==> config.mk <==
export PLATFORM = sky130hd
export DESIGN_NAME = start_fifo_srl_ctrl
export DESIGN_NICKNAME = d
export VERILOG_FILES = /design/src/rtl/start_fifo_pkg.sv /design/src/rtl/start_fifo_srl_store.sv /design/src/rtl/start_fifo_srl_ctrl.sv
export SDC_FILE = /design/constraint.sdc
export NUM_CORES = 1
export LEC_CHECK = 0
export CAP_MARGIN = 40
export CORE_AREA = 2 2 39 41
export DETAILED_ROUTE_END_ITERATION = 10
export DIE_AREA = 0 0 41 43
export DONT_BUFFER_PORTS = 1
export PLACE_DENSITY_LB_ADDON = 0.08
export SLEW_MARGIN = 30
export SYNTH_ARGS = -nofsm -noshare
export SYNTH_HDL_FRONTEND = slang
export SYNTH_HIERARCHICAL = 1
export SYNTH_SLANG_ARGS = --single-unit
==> constraint.sdc <==
create_clock -name clk -period 1.75 [get_ports clk]
set_input_delay 0.175 -clock clk [delete_from_list [all_inputs] [get_ports clk]]
set_output_delay 0.175 -clock clk [all_outputs]
set_load 0.1 [all_outputs]
==> src/rtl/start_fifo_pkg.sv <==
// Shared types and helpers for the SRL start-token FIFO read controller.
// Optional occupancy port and producer check are enabled with START_FIFO_OCC_EN.
package start_fifo_pkg;

    typedef enum logic [1:0] {
        EMPTY,
        PARTIAL,
        FULL
    } fifo_state_e;

    localparam int DEF_ADDR_WIDTH = 1;
    localparam int CNT_W          = DEF_ADDR_WIDTH + 1;

    function automatic int clog2(input int value);
        int result;
        result = 0;
        while ((1 << result) < value) begin
            result = result + 1;
        end
        return result;
    endfunction

endpackage

==> src/rtl/start_fifo_srl_store.sv <==
// Shift-register token storage: a write shifts every token up one slot and
// lands the new token in slot 0; the read port is a plain mux on addr.
module start_fifo_srl_store
    import start_fifo_pkg::*;
#(
    parameter int DATA_WIDTH = 1,
    parameter int ADDR_WIDTH = DEF_ADDR_WIDTH,
    parameter int DEPTH      = 2
) (
    input  logic                  clk,
    input  logic                  we,
    input  logic [ADDR_WIDTH-1:0] addr,
    input  logic [DATA_WIDTH-1:0] din,
    output logic [DATA_WIDTH-1:0] dout
);

    logic [DATA_WIDTH-1:0] mem [DEPTH];

    // No reset on purpose so the array maps onto SRL primitives.
    always_ff @(posedge clk) begin
        if (we) begin
            mem[0] <= din;
            for (int i = 1; i < DEPTH; i++) begin
                mem[i] <= mem[i-1];
            end
        end
    end

    assign dout = mem[addr];

endmodule

==> src/rtl/start_fifo_srl_ctrl.sv <==
// Read-side controller for the SRL start-token FIFO: occupancy, handshake flags
// and storage read address. Define START_FIFO_OCC_EN to add num_valid and the producer check.
module start_fifo_srl_ctrl
    import start_fifo_pkg::*;
#(
    parameter int DATA_WIDTH = 1,
    parameter int ADDR_WIDTH = DEF_ADDR_WIDTH,
    parameter int DEPTH      = 2
) (
    input  logic                  clk,
    input  logic                  reset_n,
    input  logic                  if_write_ce,
    input  logic                  if_write,
    input  logic [DATA_WIDTH-1:0] if_din,
    output logic                  if_full_n,
    input  logic                  if_read_ce,
    input  logic                  if_read,
    output logic [DATA_WIDTH-1:0] if_dout,
    output logic                  if_empty_n
`ifdef START_FIFO_OCC_EN
    ,
    output logic [ADDR_WIDTH:0]   num_valid
`endif
);

    localparam int                  CntWidth = ADDR_WIDTH + 1;
    localparam logic [CntWidth-1:0] DepthCnt = CntWidth'(DEPTH);
    localparam logic [CntWidth-1:0] OneCnt   = CntWidth'(1);

    logic [CntWidth-1:0]   cnt_q;
    logic [CntWidth-1:0]   cnt_d;
    logic                  emptyN_q;
    logic                  fullN_q;
    logic                  push;
    logic                  pop;
    fifo_state_e           state;
    logic [ADDR_WIDTH-1:0] addr;

    assign push = if_write & if_write_ce & fullN_q;
    assign pop  = if_read  & if_read_ce  & emptyN_q;

    always_comb begin
        state = PARTIAL;
        if (cnt_q == '0) begin
            state = EMPTY;
        end else if (cnt_q == DepthCnt) begin
            state = FULL;
        end
    end

    // Push and pop together only occur in PARTIAL: the shift lands the next token at the same addr.
    always_comb begin
        cnt_d = cnt_q;
        unique case (state)
            EMPTY:   if (push) cnt_d = cnt_q + OneCnt;
            PARTIAL: begin
                if (push && !pop) begin
                    cnt_d = cnt_q + OneCnt;
                end else if (pop && !push) begin
                    cnt_d = cnt_q - OneCnt;
                end
            end
            FULL:    if (pop) cnt_d = cnt_q - OneCnt;
            default: cnt_d = cnt_q;
        endcase
    end

    assign addr = (state == EMPTY) ? '0 : ADDR_WIDTH'(cnt_q - OneCnt);

    always_ff @(posedge clk or negedge reset_n) begin
        if (!reset_n) begin
            cnt_q    <= '0;
            emptyN_q <= 1'b0;
            fullN_q  <= 1'b1;
        end else begin
            cnt_q    <= cnt_d;
            emptyN_q <= (cnt_d != '0);
            fullN_q  <= (cnt_d != DepthCnt);
        end
    end

    assign if_empty_n = emptyN_q;
    assign if_full_n  = fullN_q;

    start_fifo_srl_store #(
        .DATA_WIDTH (DATA_WIDTH),
        .ADDR_WIDTH (ADDR_WIDTH),
        .DEPTH      (DEPTH)
    ) u_store (
        .clk  (clk),
        .we   (push),
        .addr (addr),
        .din  (if_din),
        .dout (if_dout)
    );

`ifdef START_FIFO_OCC_EN
    assign num_valid = cnt_q;

    // A producer that writes into a full FIFO has broken the handshake.
    producerProtocol: assert property (@(posedge clk) disable iff (!reset_n)
        !(if_write && if_write_ce && !fullN_q));
`endif

endmodule

==> impl_metrics.sql, run 1 <==
INSERT INTO impl_metrics (metric_group, metric, value, unit) VALUES
('synth', 'synth_fp_nets', '45', ''),
('cts', 'cts.clk_slew.worst_paths', '60', 'ps'),
('timing', 'setup_slack', '60.7', 'ps'),
('placement', 'dp.final_hpwl', '602', 'µm'),
('timing', 'final_critical_period', '1690', 'ps'),
('worst_setup_path', 'cp.arrival', '1510', 'ps'),
('cts', 'cts-root-buf', 'clkbuf_4', ''),
('grt', 'pin_count_of_the_biggest_net_entering_global_routing', '8', ''),
('grt', 'number_of_global_route_vias_before_repair', '339', ''),
('floorplan', 'ioPinCount', '10', ''),
('routing', 'via_density', '4.95', ''),
('cts', 'clock_path_buffers', '2', ''),
('placement', 'count_of_placed_standard_cells_including_taps', '55', ''),
('synth', 'synthesis.area_per_instance', '10.8', 'µm²'),
('cells_and_area', 'nFillCells', '148', ''),
('grt', 'grt_overflow_total', '0', ''),
('timing', 'timing.final.crit_share', '96.5', '%'),
('placement', 'gp_routability_congestion', '0.809', ''),
('synth', 'synth-warning-count', '6', ''),
('routing', 'initialDrtViolationCount', '7', ''),
('cts', 'htreeDepth', '1', ''),
('placement', 'place_worst_setup_slack', '21.7', 'ps'),
('floorplan', 'coreArea', '1380', 'µm²'),
('cells_and_area', 'multi_input_area', '245', 'µm²'),
('synth', 'yosysSeqAreaShare', '42.7', '%'),
('floorplan', 'start_util', '27.3', '%'),
('cells_and_area', 'layout.nets', '58', ''),
('timing', 'clock-skew-final', '20.9', 'ps'),
('timing', 'slew_headroom', '80.6', '%'),
('synth', 'netlist.top_cell.by_area', 'dfrtp_1', ''),
('cells_and_area', 'drive_gt1_share', '48.9', '%'),
('synth', 'synth_cells', '35', ''),
('cells_and_area', 'synth_to_final_area_change', '44.0', '%'),
('cells_and_area', 'layout.core_utilization', '39.3', '%'),
('routing', 'route.final.wire_length', '897', 'µm'),
('worst_setup_path', 'timing.critical_path.from_type', 'flop', ''),
('outcome', 'outcome', 'complete, no violations', ''),
('grt', 'grt_pass1_wl', '1.50', 'mm'),
('worst_hold_path', 'hold_path_class', 'primary input to async pin', ''),
('timing', 'worstMarginPinSlew', '292', 'ps'),
('routing', 'drt_pre_antenna_iters', '3', ''),
('synth', 'synth.ff_latch_count', '6', ''),
('timing', 'timing.fmax', '592', 'MHz'),
('routing', 'route.detailed.wl_per_inst', '14.2', 'µm'),
('worst_setup_path', 'ws_path_type', 'flop to output port', ''),
('synth', 'ys_top_cells_by_count', 'inv_1, dfrtp_1, ha_1, nand2_1', ''),
('floorplan', 'placementRows', '14', ''),
('cts', 'numCtsBuffers', '3', ''),
('floorplan', 'die_area', '1760', 'µm²'),
('placement', 'numPortBuffers', '0', ''),
('synth', 'postSynth.topFlopCell', 'dfrtp_1', ''),
('worst_setup_path', 'critical_path.max_fanout', '5', ''),
('routing', 'detail-route-antenna-nets', '0', ''),
('floorplan', 'floorplan.die.height', '43', 'µm'),
('timing', 'report.final.hold_viol_count', '0', ''),
('synth', 'netlist_area', '378', 'µm²'),
('cts', 'cts_tree', 'done', ''),
('worst_setup_path', 'crit_required', '1570', 'ps'),
('timing', 'final-setup-viol-count', '0', ''),
('cells_and_area', 'final_cell_count_no_fill', '63', ''),
('cells_and_area', 'area.sequential', '166', 'µm²'),
('cts', 'tritoncts_num_sinks', '6', ''),
('synth', 'yosys-top-cells-area', 'dfrtp_1, edfxtp_1, ha_1', ''),
('grt', 'number_of_antenna_violations_at_the_first_check_in_global_routing', '0', ''),
('routing', 'via_count', '312', ''),
('run', 'maxCapViolCount', '0', ''),
('floorplan', 'die_x', '41', 'µm'),
('synth', 'async_reset_ff_share', '66.7', '%'),
('synth', 'post-synth-top-count-cell', 'inv_1', ''),
('synth', 'synthDistinctLibCells', '20', ''),
('synth', 'synth_top_area_share', '19.9', '%'),
('worst_setup_path', 'setup.worst_path.end_class', 'output port', ''),
('synth', 'synth_edf_count', '2', ''),
('cts', 'source_to_sink_clock_delay_at_the_later_pin_of_the_worst_skew_pair', '270', 'ps'),
('cells_and_area', 'antennaDiodeCount', '0', ''),
('routing', 'route.detailed.drc', '0', ''),
('timing', 'slew_viol_final', '0', ''),
('timing', 'fin_tns_setup', '0', 'ps'),
('grt', 'grt_util_all_layers', '13.5', '%');
-- cell families (layout without fill, tap and decap cells) --
logic type | count (synthesis) | after routing | share of synthesized area, %
and+or+nand+nor | 11 | 11 | 19.9
AOI/OAI and AO/OA | 8 | 8 | 16.2
DFF | 6 | 6 | 42.7
buffers and inverters | 5 | 17 | 4.97
adders and majority gates | 3 | 3 | 9.93
xor gates and xnor gates | 1 | 1 | 2.32
muxes | 1 | 1 | 3.97
-- final timing paths --
kind                            cells after the start  slack, ps                       end                     start
worst max register to register                      7         80      if_empty_n$_DFF_PN0_        cnt_q[1]$_DFF_PN0_
worst max-delay path                                4         60                   if_dout        cnt_q[0]$_DFF_PN0_
worst min-delay path                                1        170        cnt_q[0]$_DFF_PN0_                   reset_n
max in group asynchronous                           1       1330       if_full_n$_DFF_PN1_                   reset_n
min in group clk                                    2        280  u_store/mem[0]$_DFFE_PP_                  if_write
worst min register to register                      0        490  u_store/mem[1]$_DFFE_PP_  u_store/mem[0]$_DFFE_PP_
-- timing repair --
item,CTS,global route
resized for setup,2,6
pin swaps,0,1
hold buffers,2,0
hold endpoints to repair,5,0
setup buffers,0,2
setup endpoints to repair,2,2
-- routing by layer --
layer | GRT usage (%) | wire length (µm) | up-vias
li1 | - | - | 150
met1 | 14.4 | 309 | 156
met2 | 21.6 | 538 | 6
met3 | 9.42 | 49 | 0
met4 | 2.00 | 0 | 0
met5 | 0 | 0 | -
-- final cells by class --
cell class,instances,share of cell area [%]
clock buffer,4,4.83
inverter,5,3.91
multi-input combinational,24,45.1
sequential,6,30.6
tap,16,3.68
timing repair buffer,8,12.0
-- worst max-delay path, cell delays in order (launching register included) --
cell and delay (ps):
dfrtp_1 410, inv_4 120, ha_4 160, buf_4 130, mux2_4 430
-- cells in the final DEF (no fill, tap or decap), drive strengths merged --
cell type / instances
a22oi: 2
a21oi: 2
dlygate4sd3: 2
nand2: 3
dfstp: 1
ha: 3
o32ai: 1
or3: 2
nand3: 3
inv: 5
a211oi: 1
nand2b: 1
edfxtp: 2
clkbuf: 4
xnor2: 1
o21ai: 1
buf: 6
nor2: 2
dfrtp: 3
mux2: 1
o21ba: 1
-- stage by stage --
stage	instance area (µm²)	hold WS [ps]
after floorplan	394	-121
after global placement	444	-120
after detailed placement	444	-120
after CTS	493	167
after global routing	544	165
final	544	167
-- sequential cells by signal (all words and copies together) (netlist names) --
| signal | count |
|---|---|
| cnt_q | 2 |
| if_empty_n | 1 |
| if_full_n | 1 |
| u_store/mem | 2 |
Power of run 1 is not shown: default switching activity piles up to over one toggle a cycle in this logic, so the estimate is an artifact.
==> run 2, diff against run 1 <==
GPL_ROUTABILITY_DRIVEN = 0   (was not set)
==> results of run 2 <==
Final layout, timing and power as in run 1 (identical DEF).
Power of run 2 is left out for the same reason.
